<file path="config.mk">
export PLATFORM = sky130hd
export DESIGN_NAME = iot_frame_feeder
export DESIGN_NICKNAME = d
export VERILOG_FILES = /design/src/rtl/iot_frame_feeder.sv
export SDC_FILE = /design/constraint.sdc
export NUM_CORES = 1
export LEC_CHECK = 0
export ABC_CLOCK_PERIOD_IN_PS = 1850
export CAP_MARGIN = 0
export CORE_MARGIN = 2
export CORE_UTILIZATION = 37
export DETAILED_ROUTE_END_ITERATION = 8
export PLACE_DENSITY = 0.72
export SLEW_MARGIN = 15
export SYNTH_ARGS = -nofsm -noshare
export SYNTH_HDL_FRONTEND = slang
export SYNTH_SLANG_ARGS = --single-unit
</file>
<file path="constraint.sdc">
create_clock -name clk -period 1.85 [get_ports clk]
set_input_delay 0.185 -clock clk [delete_from_list [all_inputs] [get_ports clk]]
set_output_delay 0.185 -clock clk [all_outputs]
set_load 0.01 [all_outputs]
</file>
<file path="src/rtl/iot_frame_feeder.sv">
// iot_frame_feeder: transmit side of the IoT byte-stream protocol.
// Takes one frame plus function code from the host and sends it to the filter MSB byte first,
// one byte per cycle whenever the filter is not busy. It then waits for the filter's result
// strobe and hands the captured result back to the host over a valid/ready handshake.
// Optional feature: define IOT_FEED_TIMEOUT_EN to bound the result wait to TIMEOUT_CYC cycles.
// On expiry the feeder returns a zero result with err_timeout set.

module iot_frame_feeder #(
    parameter int unsigned FRAME_BYTES = 16,
    parameter int unsigned TIMEOUT_CYC = 1023
) (
    input  logic                       clk,
    input  logic                       rst,
    input  logic                       s_valid,
    output logic                       s_ready,
    input  logic [8*FRAME_BYTES-1:0]   s_data,
    input  logic [2:0]                 s_fn,
    input  logic                       busy,
    output logic                       in_en,
    output logic [7:0]                 iot_in,
    output logic [2:0]                 fn_sel,
    input  logic                       valid,
    input  logic [8*FRAME_BYTES-1:0]   iot_out,
    output logic                       r_valid,
    input  logic                       r_ready,
    output logic [8*FRAME_BYTES-1:0]   r_data,
    output logic [2:0]                 r_fn,
    output logic                       err_timeout
);

    localparam int unsigned FrameW = 8 * FRAME_BYTES;
    localparam int unsigned CntW   = (FRAME_BYTES > 1) ? $clog2(FRAME_BYTES) : 1;
    localparam logic [CntW-1:0] LastByte = CntW'(FRAME_BYTES - 1);

    typedef enum logic [1:0] {StIdle, StSend, StWait, StHold} state_e;

    state_e              state_q, state_d;
    logic [CntW-1:0]     byte_cnt_q, byte_cnt_d;
    logic [FrameW-1:0]   shift_q, shift_d;
    logic [2:0]          fn_q, fn_d;
    logic [FrameW-1:0]   r_data_q, r_data_d;
    logic [2:0]          r_fn_q, r_fn_d;
    logic                r_valid_q, r_valid_d;

`ifdef IOT_FEED_TIMEOUT_EN
    localparam int unsigned ToW = $clog2(TIMEOUT_CYC + 1);
    localparam logic [ToW-1:0] ToLast = ToW'(TIMEOUT_CYC - 1);

    logic [ToW-1:0]      to_cnt_q, to_cnt_d;
    logic                err_q, err_d;

    assign err_timeout = err_q;
`else
    // Without the timeout feature the wait is unbounded and the error flag never fires.
    logic unused_timeout_cyc;
    assign unused_timeout_cyc = ^TIMEOUT_CYC;
    assign err_timeout = 1'b0;
`endif

    // A byte goes out on every SEND cycle the filter is not busy; busy always wins.
    assign in_en   = (state_q == StSend) && !busy;
    assign iot_in  = in_en ? shift_q[FrameW-1 -: 8] : 8'h00;
    assign fn_sel  = fn_q;
    assign s_ready = (state_q == StIdle);
    assign r_valid = r_valid_q;
    assign r_data  = r_data_q;
    assign r_fn    = r_fn_q;

    // Next-state logic for the frame FSM and its datapath registers.
    always_comb begin
        state_d    = state_q;
        byte_cnt_d = byte_cnt_q;
        shift_d    = shift_q;
        fn_d       = fn_q;
        r_data_d   = r_data_q;
        r_fn_d     = r_fn_q;
        r_valid_d  = r_valid_q;
`ifdef IOT_FEED_TIMEOUT_EN
        err_d      = err_q;
        // Counter only runs inside WAIT, so it is clear on every entry.
        to_cnt_d   = '0;
`endif
        unique case (state_q)
            StIdle: begin
                if (s_valid) begin
                    shift_d    = s_data;
                    fn_d       = s_fn;
                    byte_cnt_d = '0;
                    state_d    = StSend;
                end
            end
            StSend: begin
                if (in_en) begin
                    shift_d    = shift_q << 8;
                    byte_cnt_d = byte_cnt_q + CntW'(1);
                    if (byte_cnt_q == LastByte) begin
                        state_d = StWait;
                    end
                end
            end
            StWait: begin
                if (valid) begin
                    r_data_d  = iot_out;
                    r_fn_d    = fn_q;
                    r_valid_d = 1'b1;
                    state_d   = StHold;
`ifdef IOT_FEED_TIMEOUT_EN
                    err_d     = 1'b0;
                end else if (to_cnt_q == ToLast) begin
                    r_data_d  = '0;
                    r_fn_d    = fn_q;
                    r_valid_d = 1'b1;
                    err_d     = 1'b1;
                    state_d   = StHold;
                end else begin
                    to_cnt_d  = to_cnt_q + ToW'(1);
`endif
                end
            end
            StHold: begin
                if (r_ready) begin
                    r_valid_d = 1'b0;
`ifdef IOT_FEED_TIMEOUT_EN
                    err_d     = 1'b0;
`endif
                    state_d   = StIdle;
                end
            end
            default: state_d = StIdle;
        endcase
    end

    // State and datapath registers with synchronous reset.
    always_ff @(posedge clk) begin
        if (rst) begin
            state_q    <= StIdle;
            byte_cnt_q <= '0;
            shift_q    <= '0;
            fn_q       <= '0;
            r_data_q   <= '0;
            r_fn_q     <= '0;
            r_valid_q  <= 1'b0;
`ifdef IOT_FEED_TIMEOUT_EN
            to_cnt_q   <= '0;
            err_q      <= 1'b0;
`endif
        end else begin
            state_q    <= state_d;
            byte_cnt_q <= byte_cnt_d;
            shift_q    <= shift_d;
            fn_q       <= fn_d;
            r_data_q   <= r_data_d;
            r_fn_q     <= r_fn_d;
            r_valid_q  <= r_valid_d;
`ifdef IOT_FEED_TIMEOUT_EN
            to_cnt_q   <= to_cnt_d;
            err_q      <= err_d;
`endif
        end
    end

endmodule

</file>
=== Word level (Yosys, flattened, before mapping) ===
Cells that the tools add are included.

* Add/sub/neg operators: 1
* Multiply operators: 0
* Div/mod/pow operators: 0
* Order comparisons: 0
* Equal/unequal tests: 9
* Shift-type cells: 0
* Multiplexer cells: 16
* Bitwise operators: 0
* Reduce and logical (&&, ||, !) cells: 10

{| class="wikitable"
|+ Operators by type and width
! operator !! count
|-
| 128-bit 2-to-1 mux || 2
|-
| 128-bit case mux with 2 select lines || 1
|-
| 2-bit 2-to-1 mux || 5
|-
| 4-bit 2-to-1 mux || 2
|-
| 8-bit 2-to-1 mux || 1
|-
| 2-bit != test (second input constant) || 4
|-
| 2-bit case mux with 4 select lines || 1
|-
| 4-bit case mux with 2 select lines || 1
|-
| 3-bit AND reduction || 2
|-
| 5-bit AND reduction || 1
|-
| 4-bit by 1-bit adder with 4-bit output (second input constant) || 1
|-
| 2-bit equality test (second input constant) || 2
|-
| 4-bit equality test (second input constant) || 1
|-
| 2-bit AND reduction || 2
|-
| 2-bit nonzero test || 2
|-
| 2-bit by 1-bit equality test with 1-bit output (second input constant) || 1
|-
| 2-bit zero test || 1
|-
| 1-bit 2-to-1 mux || 2
|-
| 2-bit by 1-bit != test with 1-bit output (second input constant) || 1
|-
| 1-bit case mux with 2 select lines || 1
|-
| 1-bit logical AND || 1
|-
| 1-bit zero test || 1
|}

* Bits in registers: 269
* Bits in latches: 0
* Bits in writable memories: 0
* Bits in read-only memories: 0
* Bits of input ports: 265
* Word-level logic and storage cells: 43
* Memories kept: 0

=== Longest topological paths before layout ===
Gate-level depths: netlist (run 1).

* Depth after elaboration: 4
* Mapped depth: 9
* Depth with buffers taken out: 6

=== Worst setup path after synthesis (run 1) ===
OpenSTA, ideal clock, no wires.

* Kind: register -> register
* Start point: register state_q[0]
* End point: register shift_q[68]
* Arrival: 1790 ps
* Slack: -78 ps
* Cell stages (with the launch flop): 9
* Buffers on the path: 3
* Clock period less this slack: 1928 ps
* Cell sequence: dfxtp_1 > inv_1 > ha_1 > nor2b_1 > buf_2 > nor3_4 > buf_2 > buf_2 > a211oi_2

{| class="wikitable"
|+ RTL lines
! item !! line !! RTL
|-
| start: declaration || 37 || <nowiki>state_e state_q, state_d;</nowiki>
|-
| start signal: assignment || 136 || <nowiki>state_q <= StIdle;</nowiki>
|-
| start signal: assignment || 148 || <nowiki>state_q <= state_d;</nowiki>
|-
| 2-bit zero test * || n/a ||
|-
| net s_ready || 15 || <nowiki>output logic s_ready,</nowiki>
|-
| 2-bit != test (no line) or 2-bit nonzero test (tied branches) || n/a ||
|-
| 3-bit AND reduction (no line) || n/a ||
|-
| end signal: assignment || 150 || <nowiki>shift_q <= shift_d;</nowiki>
|-
| end: declaration || 39 || <nowiki>logic [FrameW-1:0] shift_q, shift_d;</nowiki>
|}

Mark *: on every way through the listed nets, which the timed path passes. The rest lies on a longest branch.
A chain may end at the register's enable or synchronous reset.

=== Final worst setup path (run 1) ===
* Start point: register state_q[1]
* End point: register shift_q[52]

* Word-level cells in the longest chain between the ends: 4

{| class="wikitable"
|+ Ends and longest elaborated chain
! item !! line !! RTL
|-
| 2-bit by 1-bit equality test with 1-bit output || 61, 83 ||
|-
| 1-bit logical AND || 61 || <nowiki>assign in_en = (state_q == StSend) && !busy;</nowiki>
|-
| 2-bit != test (no line) || n/a ||
|-
| 3-bit AND reduction (no line) || n/a ||
|}

Several ways; a longest one is shown, not always the timed one.

==> results of run 1 <==
registers in the layout (all words and copies together), names as in the netlist:
| name | cells |
|---|---|
| r_data | 128 |
| shift_q | 128 |
| byte_cnt_q | 4 |
| fn_sel | 3 |
| r_fn | 3 |
| state_q | 2 |
| r_valid | 1 |
cell usage after synthesis (all sizes together):
master | n | area (sq um)
xnor2 | 1 | 8.76
a21oi | 138 | 691
and2 | 11 | 68.8
nand3 | 5 | 25.0
a22oi | 8 | 60.1
nand2 | 270 | 1010
nor2b | 2 | 12.5
a31o | 1 | 8.76
o21ai | 6 | 30.0
inv | 5 | 18.8
nor3 | 4 | 31.3
conb | 1 | 3.75
nand4b | 1 | 8.76
dfxtp | 269 | 5390
a211oi | 121 | 958
nor4 | 1 | 6.26
clkbuf | 71 | 267
mux2i | 120 | 1200
nand2b | 1 | 6.26
ha | 5 | 62.6
nor2 | 132 | 495
o21bai | 1 | 7.51
buf | 31 | 174
a2111oi | 1 | 15.0
a311oi | 1 | 8.76
a41o | 1 | 10.0
or3 | 1 | 6.26
cells by family (layout without fill, tap and decap cells):
logic type	count (synthesis)	count (layout)	share of synthesized area
DFF	269	269	0.509
adders and majority gates	5	5	0.00591
AOI/OAI and AO/OA	278	278	0.169
muxes	120	120	0.113
xor gates and xnor gates	1	1	0.000828
and+or+nand+nor	428	428	0.158
other	1	3	0.000354
buffers and inverters	107	535	0.0434
layer usage:
| metal | GRT usage | vias up | share of wire |
|---|---|---|---|
| met2 | 0.388 | 331 | 0.50 |
| met4 | 0.0565 | 2 | 0.025 |
| met5 | 0 | - | 0.00037 |
| met1 | 0.269 | 4665 | 0.41 |
| met3 | 0.0552 | 56 | 0.067 |
| li1 | - | 4953 | - |
layout make-up:
type | instances | area, sq um | area share
Clock buffer | 43 | 847 | 0.0488
Antenna cell | 2 | 5.00 | 0.000288
Sequential cell | 269 | 5390 | 0.311
Tap cell | 378 | 473 | 0.0273
Clock inverter | 8 | 135 | 0.00779
Timing Repair Buffer | 479 | 5230 | 0.301
Multi-Input combinational cell | 833 | 5250 | 0.303
Inverter | 5 | 21.3 | 0.00123
worst register-to-register path, cell delays in order (launching register included):
cell and delay [ns]:
dfxtp_2 0.35, inv_4 0.05, ha_4 0.16, buf_6 0.12, and2_4 0.15, nor3_4 0.20, buf_6 0.16, buf_12 0.16
clkbuf_16 0.20, nor2_4 0.03, a211oi_1 0.20
where the power goes:
part           leakage, nW  internal [mW]  switching (mW)
Clock                0.480           3.57            2.36
Sequential            2.20           7.17           0.783
Combinational         3.51           6.34            5.87
Total                 6.19           17.1            9.01
path summary, 6_finish.rpt:
kind,from,endpoint,slack (ns),cells after the start
max reg2reg,state_q[1]$_SDFFE_PP0P_,shift_q[52]$_SDFFE_PP0P_,-0.06,10
min reg2reg,r_data[72]$_SDFFE_PP0P_,r_data[72]$_SDFFE_PP0P_,0.45,2
max,state_q[1]$_SDFFE_PP0P_,shift_q[52]$_SDFFE_PP0P_,-0.06,10
min,rst,shift_q[117]$_SDFFE_PP0P_,0.03,2
timing repair:
action / in CTS / in global routing
resized for setup: 119 / 73
gates cloned: 10 / 9
setup buffers: 8 / 3
pin swaps: 11 / 23
endpoints found under the setup margin: 142 / 141
stage by stage:
step | worst slack (ns) | power [mW]
after global placement | -0.0728 | 16.3
after global routing | -0.128 | 27.5
final | -0.0553 | 26.1
after floorplan | 0.0104 | 13.4
after detailed placement | -0.193 | 16.6
after CTS | -0.0528 | 24.7
==> results.yml, run 1 <==
placement:
  dpl_cell_area_sq_mm: 0.0153
  port_buffers: 409
  place_congestion: 0.829
  dp_cells: 1935
  place_hpwl_um: 23300
clocking:
  h-tree-depth: 1
  cts_buffer_depth: 3
  insertion_delay_ns: 0.56
  cts-hold-fix-buffers: 0
  cts_tree: "built"
  clk_pin_slew_worst_paths_ns: 0.06
  cts_sinks: 269
  cts_root_buffer: "clkbuf_16"
  cts_buffers: 28
final_layout:
  fin_area_sq_mm: 0.0174
  areaGrowthSynthToFinish_pct: 63.9
  final_cells: 2017
  final_cell_mix: "398 x clkdlybuf4s50_1, 269 x nand2_1, 267 x dfxtp_1"
  nFillCells: 2283
  final_common_cell: "clkdlybuf4s50_1"
  drive_gt1_frac: 0.153
  fin_util: 0.619
  fin_nets: 1886
sta:
  slew_viol_final: 0
  fin_crit_sh: 1.03
  post-route-min-period_ns: 1.91
  setup_slack_ns: -0.0553
  setup_violations: 45
  fmax_mhz: 525
  slew_headroom: 0.486
  rsz0062_at_grt: "true"
  finalHoldViolations: 0
  holdWs_ns: 0.0331
  finalSetupTns_ns: -1.05
  worstMarginPinSlew_ns: 0.768
  fin_skew_ns: 0.0194
min_path:
  min_path_type: "primary input to flip-flop"
die:
  start_util: 0.378
  io_pins: 411
  chipWidth_um: 173
  rows: 61
  coreArea_sq_mm: 0.0280
  die_h_um: 173
  die-area_sq_mm: 0.0300
route:
  vias_per_cell: 4.96
  drt_iter0_drc: 466
  ant_nets: 0
  vias: 10000
  drc: 0
  drt_wl_total_um: 35200
  firstDrtPassIters: 5
  wl_per_cell_um: 17.5
critical_path:
  worst_path_max_delay_cell: "dfxtp_2"
  path_cells: "inv_4, ha_4, buf_6, and2_4, nor3_4, buf_6, buf_12, clkbuf_16, nor2_4, a211oi_1"
  crit_buf_inv: 5
  cp_slowest_stage_delay_ns: 0.35
  cpMostUsedCell: "buf_6"
  worstSetupEndpointType: "flip-flop"
  critPathRequiredTime_ns: 2.31
  crit_family: "buffers and inverters"
  arrival_ns: 2.37
  worstSetupStartpointType: "flip-flop"
  criticalPathCategory: "flip-flop to flip-flop"
  path_max_fanout: 8
power_and_ir_drop:
  leakage_nw: 6.19
  power_density_mw_per_mm2: 1500
  ir_drop_mv: 0.921
status:
  outcome: "finished, violations left"
  violations: "negative setup slack"
job:
  maxCapViolations: 0
global_route:
  grt_pass1_wl_um: 54000
  antenna_found_initial: 3
  grt_use_total: 0.221
  grt_max_degree: 97
  overflow: 0
  first_global_vias: 9776
logic_synthesis:
  synthCells: 1209
  synth-seq-area-share: 0.509
  synth_cell_types: 32
  avgSynthCellArea_sq_um: 8.75
  ys_seq_elements: 269
  yosysWarnings: 0
  synth_nets: 1479
  synth_area_sq_mm: 0.0106
Note: power is estimated with default switching activity, not from simulation.
==> run 2: changes to the inputs <==
ABC_AREA = 0   (was unset)
DONT_BUFFER_PORTS = 1   (was unset)
PLACE_DENSITY = unset   (was 0.72)
==> results.yml, run 2 (synthesis results as in run 1) <==
status:
  outcome: "finished, violations left"
  violations: "negative hold slack, negative setup slack"
final_layout:
  antenna_cells: 0
  final_cell_mix: "269 x nand2_1, 268 x dfxtp_1, 138 x a21oi_1"
  fin_util: 0.501
  final_common_cell: "nand2_1"
  fin_nets: 1571
  drive_gt1_frac: 0.162
  areaGrowthSynthToFinish_pct: 32.7
  nFillCells: 2591
job:
  maxCapViolations: 0
critical_path:
  criticalPathCategory: "flip-flop to output port"
  r2r_setup_slack_ns: -0.07
  critPathRequiredTime_ns: 1.66
  arrival_ns: 1.74
  path_max_fanout: 5
  worstSetupEndpointType: "output port"
  worstSetupStartpointType: "flip-flop"
sta:
  holdWs_ns: -0.288
  post-route-min-period_ns: 1.93
  rsz0062_at_grt: "true"
  finalHoldViolations: 266
  setup_violations: 69
  fin_crit_sh: 1.04
  fin_skew_ns: 0.00635
  fmax_mhz: 519
  finalSetupTns_ns: -1.89
  slew_viol_final: 0
  setup_slack_ns: -0.0763
power_and_ir_drop:
  power_density_mw_per_mm2: 1790
  power_mw: 25.1
  ir_drop_mv: 0.906
  leakage_nw: 5.06
clocking:
  cts_tree: "built"
  insertion_delay_ns: 0.55
  h-tree-depth: 1
  cts_buffer_depth: 3
  cts_root_buffer: "clkbuf_16"
  cts_buffers: 30
  cts_sinks: 269
  clk_pin_slew_worst_paths_ns: 0.06
die:
  start_util: 0.378
  io_pins: 411
  chipWidth_um: 173
  rows: 61
  coreArea_sq_mm: 0.0280
  die-area_sq_mm: 0.0300
  die_h_um: 173
route:
  drc: 0
  wl_per_cell_um: 19.1
  drt_iter0_drc: 592
  firstDrtPassIters: 5
  vias_per_cell: 5.25
  ant_nets: 0
  drt_wl_total_um: 32600
  vias: 8938
placement:
  place_congestion: 0.817
  port_buffers: 0
  place_hpwl_um: 20200
  place_ws_ns: -0.0892
global_route:
  overflow: 0
  antenna_found_initial: 0
  grt_pass1_wl_um: 45600
  grt_use_total: 0.187
  grt_max_degree: 270
  first_global_vias: 8022
min_path:
  min_path_type: "primary input to flip-flop"
==> run 2: cell types whose count changed in the layout (fill, tap and decap cells not counted), moves of 5 or more <==
cell,before,now
buf_12,17,11
buf_4,24,30
nor2_1,106,129
nor2_4,7,2
dlygate4sd3_1,0,77
a211oi_2,79,56
clkinv_2,2,7
nor2_2,19,1
clkbuf_16,35,47
a211oi_1,42,65
clkdlybuf4s50_1,398,0
==> run 2: report_power, final <==
part | internal, mW | total (mW) | switching (mW) | leakage (nW)
clock | 3.64 | 6.06 | 2.42 | 0.504
combinational | 5.68 | 10.9 | 5.24 | 2.36
sequential | 7.16 | 8.11 | 0.951 | 2.20
total | 16.5 | 25.1 | 8.61 | 5.06
==> run 2: stage by stage <==
step,std cells,cell area (sq um)
global placement,1527,11200
global route,1702,14000
detailed placement,1527,11200
floorplan,1209,10600
CTS,1640,12800
finish,1702,14000
==> run 2: layout make-up <==
cell class / count / area [sq um] / share of cell area
Clock inverter: 14 / 166 / 0.0119
Inverter: 5 / 23.8 / 0.00169
Sequential cell: 269 / 5390 / 0.384
Multi-Input combinational cell: 833 / 5040 / 0.359
Timing Repair Buffer: 162 / 2100 / 0.150
Clock buffer: 41 / 852 / 0.0607
Tap cell: 378 / 473 / 0.0337
==> run 2: timing repair <==
action                                  4_1_cts  5_1_grt
pin swaps                                    10       70
gates cloned                                  3       21
hold buffers                                 49       28
hold endpoints to repair                    269      267
gates resized for setup                      23       73
buffers inserted                              6       13
endpoints found under the setup margin      101      131
==> run 2: critical path, cell delays in order, from the launching register on <==
cell	delay, ns
dfxtp_2	0.35
buf_6	0.10
ha_4	0.16
buf_16	0.11
inv_6	0.03
nor2_4	0.13
buf_6	0.15
and2_4	0.16
==> run 2: layer usage <==
metal | share of wire | GRT usage | vias up
met2 | 0.48 | 0.312 | 354
met5 | 0 | 0 | -
met3 | 0.085 | 0.0638 | 58
li1 | - | - | 4331
met4 | 0.021 | 0.0533 | 0
met1 | 0.41 | 0.228 | 4195
==> run 2: worst paths after layout <==
check | from | cells after the start | end
worst max-delay path | state_q[0]$_SDFFE_PP0P_ | 7 | iot_in[6]
worst min register to register | shift_q[22]$_SDFFE_PP0P_ | 2 | shift_q[22]$_SDFFE_PP0P_
worst max register to register | state_q[0]$_SDFFE_PP0P_ | 10 | shift_q[39]$_SDFFE_PP0P_
worst min-delay path | rst | 1 | r_data[21]$_SDFFE_PP0P_
